--- src/rtl/debounce_pkg.sv ---
// Shared types and width helpers for the debounce scan controller.
package debounce_pkg;

  typedef enum logic {
    IDLE = 1'b0,
    SCAN = 1'b1
  } state_t;

  // Channel index width; a single channel still needs one bit.
  function automatic int unsigned ch_width(input int unsigned n);
    return (n <= 1) ? 1 : $clog2(n);
  endfunction

  // Width able to hold 0..val inclusive.
  function automatic int unsigned upto_width(input int unsigned val);
    return (val <= 1) ? 1 : $clog2(val + 1);
  endfunction

endpackage

--- src/rtl/evt_fifo.sv ---
// Small synchronous FIFO for debounce events; push while full is only taken with a pop.
module evt_fifo
  import debounce_pkg::*;
#(
  parameter int unsigned W     = 3,
  parameter int unsigned DEPTH = 4
) (
  input  logic         clk,
  input  logic         reset,
  input  logic         i_push,
  input  logic [W-1:0] i_data,
  input  logic         i_pop,
  output logic [W-1:0] o_data,
  output logic         o_valid,
  output logic         o_full
);

  localparam int unsigned PTR_W = (DEPTH <= 2) ? 1 : $clog2(DEPTH);
  localparam int unsigned OCC_W = upto_width(DEPTH);

  logic [W-1:0]     r_mem [DEPTH];
  logic [PTR_W-1:0] r_wr;
  logic [PTR_W-1:0] r_rd;
  logic [OCC_W-1:0] r_count;
  logic             w_pop;
  logic             w_push;

  assign o_valid = (r_count != '0);
  assign o_full  = (r_count == OCC_W'(DEPTH));
  assign o_data  = r_mem[r_rd];
  assign w_pop   = i_pop && o_valid;
  assign w_push  = i_push && (!o_full || w_pop);

  // Storage, pointers and occupancy; pointers wrap naturally at power-of-2 depth.
  always_ff @(posedge clk) begin
    if (!reset) begin
      r_wr    <= '0;
      r_rd    <= '0;
      r_count <= '0;
      for (int i = 0; i < int'(DEPTH); i++) r_mem[i] <= '0;
    end else begin
      if (w_push) begin
        r_mem[r_wr] <= i_data;
        r_wr        <= r_wr + PTR_W'(1);
      end
      if (w_pop) r_rd <= r_rd + PTR_W'(1);
      case ({w_push, w_pop})
        2'b10:   r_count <= r_count + OCC_W'(1);
        2'b01:   r_count <= r_count - OCC_W'(1);
        default: r_count <= r_count;
      endcase
    end
  end

endmodule

--- src/rtl/debounce_scan_ctrl.sv ---
// Time-multiplexed debouncer: one shared counter datapath scans all channels once per tick.
module debounce_scan_ctrl
  import debounce_pkg::*;
#(
  parameter  int unsigned N_CH         = 4,
  parameter  int unsigned TICK_DIV     = 32000,
  parameter  int unsigned STABLE_TICKS = 5,
  parameter  int unsigned FIFO_DEPTH   = 4,
  localparam int unsigned CH_W         = ch_width(N_CH)
) (
  input  logic            clk,
  input  logic            reset,
  input  logic [N_CH-1:0] indata,
  output logic [N_CH-1:0] stable,
  output logic            evt_valid,
  input  logic            evt_ready,
  output logic [CH_W-1:0] evt_ch,
  output logic            evt_level,
  output logic            overflow,
  input  logic            clr_overflow,
  output logic            busy
);

  localparam int unsigned CNT_W   = upto_width(STABLE_TICKS);
  localparam int unsigned PRESC_W = upto_width(TICK_DIV - 1);

  localparam logic [CNT_W-1:0]   CNT_LAST  = CNT_W'(STABLE_TICKS - 1);
  localparam logic [PRESC_W-1:0] TICK_LAST = PRESC_W'(TICK_DIV - 1);
  localparam logic [CH_W-1:0]    IDX_LAST  = CH_W'(N_CH - 1);

  typedef struct packed {
    logic [CH_W-1:0] ch;
    logic            level;
  } evt_t;

  if (TICK_DIV <= N_CH + 1) begin : g_bad_tick_div
    $error("TICK_DIV must exceed N_CH+1 so a scan finishes before the next tick");
  end

  state_t              r_state;
  logic [CH_W-1:0]     r_idx;
  logic                r_busy;
  logic [N_CH-1:0]     r_stable;
  logic [CNT_W-1:0]    r_cnt [N_CH];
  logic [N_CH-1:0]     r_sync1;
  logic [N_CH-1:0]     r_sync2;
  logic [PRESC_W-1:0]  r_presc;
  logic                r_overflow;

  logic                w_tick;
  logic                w_s;
  logic                w_differs;
  logic                w_accept;
  logic                w_push;
  logic                w_pop;
  logic                w_full;
  evt_t                w_evt_in;
  evt_t                w_evt_out;

  assign w_tick    = (r_presc == TICK_LAST);
  assign w_s       = r_sync2[r_idx];
  assign w_differs = (w_s != r_stable[r_idx]);
  assign w_accept  = w_differs && (r_cnt[r_idx] == CNT_LAST);
  assign w_push    = (r_state == SCAN) && w_accept;
  assign w_pop     = evt_valid && evt_ready;
  assign w_evt_in  = '{ch: r_idx, level: w_s};

  // Two-flop synchronizer for the raw asynchronous inputs.
  always_ff @(posedge clk) begin
    if (!reset) begin
      r_sync1 <= '0;
      r_sync2 <= '0;
    end else begin
      r_sync1 <= indata;
      r_sync2 <= r_sync1;
    end
  end

  // Free-running sample-tick prescaler.
  always_ff @(posedge clk) begin
    if (!reset) r_presc <= '0;
    else        r_presc <= w_tick ? '0 : r_presc + PRESC_W'(1);
  end

  // Scan FSM: one channel per cycle compares its sample and advances its counter.
  always_ff @(posedge clk) begin
    if (!reset) begin
      r_state  <= IDLE;
      r_idx    <= '0;
      r_busy   <= 1'b0;
      r_stable <= '0;
      for (int i = 0; i < int'(N_CH); i++) r_cnt[i] <= '0;
    end else begin
      case (r_state)
        IDLE: begin
          if (w_tick) begin
            r_state <= SCAN;
            r_idx   <= '0;
            r_busy  <= 1'b1;
          end
        end
        SCAN: begin
          if (!w_differs) begin
            r_cnt[r_idx] <= '0;
          end else if (w_accept) begin
            r_stable[r_idx] <= w_s;
            r_cnt[r_idx]    <= '0;
          end else begin
            r_cnt[r_idx] <= r_cnt[r_idx] + CNT_W'(1);
          end
          if (r_idx == IDX_LAST) begin
            r_state <= IDLE;
            r_busy  <= 1'b0;
          end else begin
            r_idx <= r_idx + CH_W'(1);
          end
        end
        default: begin
          r_state <= IDLE;
          r_busy  <= 1'b0;
        end
      endcase
    end
  end

  // Sticky drop flag; a new drop beats a simultaneous clear.
  always_ff @(posedge clk) begin
    if (!reset)                            r_overflow <= 1'b0;
    else if (w_push && w_full && !w_pop)   r_overflow <= 1'b1;
    else if (clr_overflow)                 r_overflow <= 1'b0;
  end

  evt_fifo #(
    .W     ($bits(evt_t)),
    .DEPTH (FIFO_DEPTH)
  ) u_evt_fifo (
    .clk     (clk),
    .reset   (reset),
    .i_push  (w_push),
    .i_data  (w_evt_in),
    .i_pop   (evt_ready),
    .o_data  (w_evt_out),
    .o_valid (evt_valid),
    .o_full  (w_full)
  );

  assign stable    = r_stable;
  assign busy      = r_busy;
  assign overflow  = r_overflow;
  assign evt_ch    = w_evt_out.ch;
  assign evt_level = w_evt_out.level;

endmodule

--- config.mk ---
export PLATFORM = sky130hd
export DESIGN_NAME = debounce_scan_ctrl
export DESIGN_NICKNAME = d
export VERILOG_FILES = /design/src/rtl/debounce_pkg.sv /design/src/rtl/evt_fifo.sv /design/src/rtl/debounce_scan_ctrl.sv
export SDC_FILE = /design/constraint.sdc
export NUM_CORES = 1
export LEC_CHECK = 0
export CORE_ASPECT_RATIO = 1.5
export CORE_UTILIZATION = 40
export DETAILED_ROUTE_END_ITERATION = 16
export PLACE_DENSITY = 0.67
export SKIP_CTS_REPAIR_TIMING = 1
export SYNTH_ARGS = -nofsm -noshare
export SYNTH_HDL_FRONTEND = slang
export SYNTH_SLANG_ARGS = --single-unit
--- constraint.sdc ---
create_clock -name clk -period 2.7 [get_ports clk]
set_input_delay 0.405 -clock clk [delete_from_list [all_inputs] [get_ports clk]]
set_output_delay 0.405 -clock clk [all_outputs]
set_load 0.01 [all_outputs]
* Word-level counts from Yosys, hierarchy flattened
Memories as Yosys holds them, arrays and structs flattened. A register that Yosys moved wholly into a read port is not among the register bits.
Index checks and enable logic that the tools add are counted.
** Word-level totals
- Register bits after elaboration :: 39
- Memories kept :: 2
- Output and inout port bits :: 10
- Memory bits (writable) :: 24
- Logic and storage cells :: 104
** Cells by class
- Multiplexer cells :: 49
- Bitwise operators :: 4
- Reductions and logical operators :: 19
- Magnitude comparators :: 2
- Eq/ne operators :: 10
- Add/sub/neg operators :: 7
** Memory list
- r_cnt :: depth 4, bits a word 3, rd ports 1, clocked after memory_dff 1, write ports 4, RTL line debounce_scan_ctrl.sv:44 : logic [CNT_W-1:0] r_cnt [N_CH];
- u_evt_fifo.r_mem :: depth 4, bits a word 3, rd ports 1, clocked after memory_dff 1, write ports 4, RTL line evt_fifo.sv:21 : logic [W-1:0] r_mem [DEPTH];
** Operator list (count)
- two-way mux 1 bit :: 29
- two-way mux 2 bit :: 8
- adder 15 x 1 -> 15 bit (second input constant) :: 1
- == test 15 bit (second input constant) :: 1
- two-way mux 3 bit :: 4
- logical AND 1 bit :: 7
- adder 2 x 1 -> 2 bit (second input constant) :: 3
- adder 3 x 1 -> 3 bit (second input constant) :: 2
- == test 3 bit (second input constant) :: 2
- case mux 3 bit (2 select lines) :: 1
- OR reduction 3 bit :: 2
- binary-select mux 1 bit (select 2 bit) :: 2
- bitwise mux 4 bit :: 1
- == test 2 bit (second input constant) :: 2
- != test 2 bit (second input constant) :: 2
- case mux 1 bit (2 select lines) :: 2
- case mux 2 bit (2 select lines) :: 1
- AND reduction 2 bit :: 2
- nonzero test 2 bit :: 2
- less-than comparator 2 x 3 -> 1 bit (second input constant) :: 1
- AND reduction 3 bit :: 1
- nonzero test 3 bit :: 1
- subtractor 3 x 1 -> 3 bit (second input constant) :: 1
- demux 1 bit (select 2 bit) :: 1
- other kinds (9) :: 12

* Longest topological paths before layout
Gate-level depths: netlist of the first run.
- Word-level depth :: 13
- Gate-level depth with buffers :: 11
- Gate-level depth less buffers :: 10

* By module
From an unflattened synthesis of the first run, not the netlist that was laid out.
** Second synthesis, totals
- Cell total of the unflattened synthesis :: 295
- Area, all modules :: 3148.0 um^2
** By module, submodules not included
- debounce_scan_ctrl :: times used 1, area each 2147.1 um^2, sequential area each 1041.0 um^2, cells an instance 206
- evt_fifo :: times used 1, area each 1001.0 um^2, sequential area each 540.5 um^2, cells an instance 89

* Worst setup path after synthesis of the first run
No wires, ideal clock.
- Kind :: reg-to-reg
- From :: reg r_idx[0]
- To :: reg u_evt_fifo.r_count[2]
- Slack :: 0.298 ns
- Library setup time :: 0.121 ns
- Cell stages (with the launch flop) :: 11
- Data required time :: 2.579 ns
- Arrival time :: 2.281 ns
- Path through :: dfxtp_1 > buf_6 > mux4_2 > xor2_1 > buf_6 > a21oi_4 > inv_1 > fa_1 > nor2_1 > a22oi_2 > mux2i_1
** On the way
- Word-level cells in the longest chain between the ends :: 8
- Elaborated cells between the ends (all ways) :: 12
- Classes of those cells :: eq/ne: 3; mux: 5; reduce/logical: 4
** RTL lines
- start: declaration :: RTL line debounce_scan_ctrl.sv:41 : logic [CH_W-1:0] r_idx;
- start signal: assignment :: RTL line debounce_scan_ctrl.sv:115 : r_idx <= r_idx + CH_W'(1);
- binary-select mux 1 bit (select 2 bit), on equally long branches :: RTL line debounce_scan_ctrl.sv:61, debounce_scan_ctrl.sv:62
- two-way mux 1 bit, on equally long branches :: RTL line debounce_scan_ctrl.sv:61, debounce_scan_ctrl.sv:62
- != test 1 bit * :: RTL line debounce_scan_ctrl.sv:62 : assign w_differs = (w_s != r_stable[r_idx]);
- logical AND 1 bit * :: RTL line debounce_scan_ctrl.sv:63 : assign w_accept = w_differs && (r_cnt[r_idx] == CNT_LAST);
- logical AND 1 bit * :: RTL line debounce_scan_ctrl.sv:64 : assign w_push = (r_state == SCAN) && w_accept;
- logical AND 1 bit * :: RTL line evt_fifo.sv:32 : assign w_push = i_push && (!o_full || w_pop);
- == test 2 x 1 -> 1 bit or == test 2 bit (tied branches) :: RTL line evt_fifo.sv:47 : case ({w_push, w_pop})
- case mux 3 bit (2 select lines) or nonzero test 2 bit (tied branches)
- end signal: assignment :: RTL line evt_fifo.sv:48 : 2'b10: r_count <= r_count + OCC_W'(1);
- end signal: assignment :: RTL line evt_fifo.sv:49 : 2'b01: r_count <= r_count - OCC_W'(1);
- end signal: assignment :: RTL line evt_fifo.sv:50 : default: r_count <= r_count;
- end: declaration :: RTL line evt_fifo.sv:24 : logic [OCC_W-1:0] r_count;
Mark *: on every way between the ends. The rest lies on a longest branch, timed or not. The select of a mux whose other input is x is not followed.
A chain may end at the register's enable or synchronous reset.

* Final worst setup path of the first run
Same ends and word-level chain as after synthesis.

==> results of run 1 <==
[placed cells by master (no fill, tap or decap), types with 4 or more instances in the layout]
cell / n
nand3_1: 11
buf_4: 8
o21ai_0: 5
nor2b_1: 7
xnor2_1: 8
inv_1: 14
nor3_1: 4
mux2i_1: 7
and3_1: 6
clkdlybuf4s50_1: 17
nand2_1: 22
nand2b_1: 4
and2_1: 19
clkbuf_8: 10
edfxtp_1: 24
ha_1: 7
xor2_1: 9
dfxtp_1: 43
mux4_2: 7
nor2_1: 30
[critical path: cells and delay by family, from the launching register on]
kind,cells,cell delay (ns)
adders and majority gates,1,0.39
and+or+nand+nor,1,0.14
buffers and inverters,2,0.25
muxes,2,0.73
DFF,1,0.40
xor gates and xnor gates,1,0.20
AOI/OAI and AO/OA,2,0.23
[final cells by class]
| class | count | area (µm²) | share of cell area (%) |
|---|---|---|---|
| well taps | 100 | 125 | 3.56 |
| inverters | 14 | 52.6 | 1.50 |
| flip-flops and latches | 67 | 1580 | 45.0 |
| multi-input cells | 180 | 1290 | 36.8 |
| clock buffers | 13 | 213 | 6.05 |
| clock inverters | 3 | 20.0 | 0.570 |
| repair buffers | 25 | 230 | 6.55 |
[cells by family (layout without fill, tap and decap cells)]
kind of cell | after synthesis | in the layout | share of synthesized area, %
muxes | 16 | 16 | 8.87
xor gates and xnor gates | 17 | 17 | 4.98
AOI/OAI and AO/OA | 17 | 17 | 4.27
DFF | 67 | 67 | 52.9
and+or+nand+nor | 122 | 122 | 21.5
buffers and inverters | 26 | 55 | 3.85
adders and majority gates | 8 | 8 | 3.60
[flip-flops by register name (all words and copies together), names as in the netlist, named ones only]
signal              count
busy                    1
overflow                1
r_cnt                  12
r_idx                   2
r_presc                15
r_state                 1
r_sync1                 4
r_sync2                 4
stable                  4
u_evt_fifo.r_count      3
u_evt_fifo.r_mem       12
u_evt_fifo.r_rd         2
u_evt_fifo.r_wr         2
[layer usage]
layer  vias up  GRT usage, %
met4         0          9.10
met1       924          14.3
li1        982             -
met2        34          29.2
met5         -             0
met3        10          4.49
[final timing paths]
kind	from	to	depth (start not counted)
max	r_idx[0]	u_evt_fifo.r_count[2]	9
min reg2reg	r_sync1[1]	r_sync2[1]	1
max reg2reg	r_idx[0]	u_evt_fifo.r_count[2]	9
min	r_sync1[1]	r_sync2[1]	1
[power groups by stage]
| stage | Clock [mW] | Sequential (mW) | Combinational (mW) |
|---|---|---|---|
| 2_1_floorplan | 0 | 1.10 | 0.0454 |
| 3_3_place_gp | 0 | 1.10 | 0.0697 |
| 3_5_place_dp | 0 | 1.10 | 0.0711 |
| 4_1_cts | 0.940 | 1.08 | 0.0713 |
| 5_1_grt | 0.983 | 1.08 | 0.0778 |
| 6_report | 0.924 | 1.08 | 0.0702 |
[per-stage QoR]
step	cell area, µm²	hold slack [ns]	cells	power [mW]	setup slack [ns]
2_1_floorplan	2990	0.412	273	1.14	0.298
3_3_place_gp	3280	0.414	386	1.17	0.256
3_5_place_dp	3280	0.422	386	1.17	0.236
4_1_cts	3510	0.440	402	2.09	0.221
5_1_grt	3510	0.458	402	2.14	0.0545
6_report	3510	0.436	402	2.07	0.247
==> run summary, run 1 <==
Core area: 7230 µm²
RePlAce Congestion: 0.786
Number of max-cap violations: 0
Netlist cell types: 45
R2R setup slack: 0.25 ns
Switching part of the total: 21.2%
CP startpoint kind: flop
Post-synth top area share: 28.8%
Total wire length: 5200 µm
Worst setup path category: reg2reg
GRT Util Overall: 15.5%
Vias: 1950
CP peak stage delay: 0.61 ns
Clock buffer depth: 2
WL per Instance: 12.9 µm
Number of synthesized register bits: 67
EDFF count, synth: 24
Syn Area/Cell: 10.9 µm²
CP Capture Type: flop
Fin crit share: 90.9%
Routed vias/inst: 4.85
Logic gate share of total power: 3.4%
DR WL met2: 2890 µm
Die ar.: 7830 µm²
Clk_skew: 0.0118 ns
Clock network power share: 44.6%
Fillers: 709
Top post-synthesis cells by area: dfxtp_1 29%, edfxtp_1 24%, mux4_2 5.3%
First DRT Iteration DRCs: 98
Peak supply drop: 0.000464 V
Vias in the first global route: 1991
Worst slew pin tran: 0.668 ns
CTS buffer count: 9
Main flop type after synthesis: dfxtp_1
Post-synthesis cell count: 273
First-pass GRT wire length: 8800 µm
Final Slew Violations: 0
Most frequent cells after synthesis: 43 x dfxtp_1, 30 x nor2_1, 24 x edfxtp_1
Status: completed
DR top layer: met4
Register share of total power: 52.0%
Cell with the most instances after synthesis: dfxtp_1
Antenna-violating nets left: 0
Mapped Area: 2990 µm²
Hold crit path type: reg2reg
Initial Utilization: 41.4%
RSZ-0062 raised after global routing: no
Final setup vio count: 0
CP required: 2.94 ns
Internal power: 1.64 mW
First-pass detailed-route iteration total: 5
DRC Markers: 0
Synth area leader: dfxtp_1
Std cell rows: 38
Number of nets in the final layout: 313
CTS tree: done
Switch Pwr: 439 µW
Die height: 108 µm
GR Overflow Total: 0
Clock transition at the registers of the reported paths: 0.07 ns
N_diodes: 0
Finished Core Util: 48.6%
Critical-path cell list: mux4_2 > xor2_1 > buf_4 > a21oi_4 > inv_1 > fa_1 > nor2_1 > a22oi_2 > mux2i_1
Post-synth ARST share: 0%
Critical Path Fanout Max: 8
IO buf count: 17
WL met3: 140 µm
PwrDens: 590 nW/µm²
Worst EP arrival: 2.69 ns
M1 wire length: 2040 µm
Peak Freq: 408 MHz
CTS Sinks: 67
Hpwl dp: 3780 µm
Syn Nets: 289
Period minus WS final: 2.45 ns
H-tree depth: 3
Die X: 72.6 µm
Layout area overhead: 17.6%
Fraction of layout cells with a size suffix above 1: 13.9%
CTS root buf: clkbuf_8
Synth Warn #: 0
Worst-Skew Late Latency: 0.35 ns
Ports: 18
CP max stage cell: mux4_2
Seq/Total Area, Yosys: 52.9%
Sum Neg Setup Slack: 0 ns
Final hold viol count: 0
Initial antenna violation count: 0
Largest net degree at the start of global routing: 46
Slew HR: 54.8%
Pleak: 1.34 nW
(Power assumes the default switching activity.)
==> run 2, diff against run 1 <==
--- a/config.mk
+++ b/config.mk
@@ -9,7 +9,6 @@
 export CORE_UTILIZATION = 40
 export DETAILED_ROUTE_END_ITERATION = 16
 export PLACE_DENSITY = 0.67
-export SKIP_CTS_REPAIR_TIMING = 1
 export SYNTH_ARGS = -nofsm -noshare
 export SYNTH_HDL_FRONTEND = slang
 export SYNTH_SLANG_ARGS = --single-unit
==> results of run 2 <==
Final layout, timing and power as in run 1 (identical DEF).
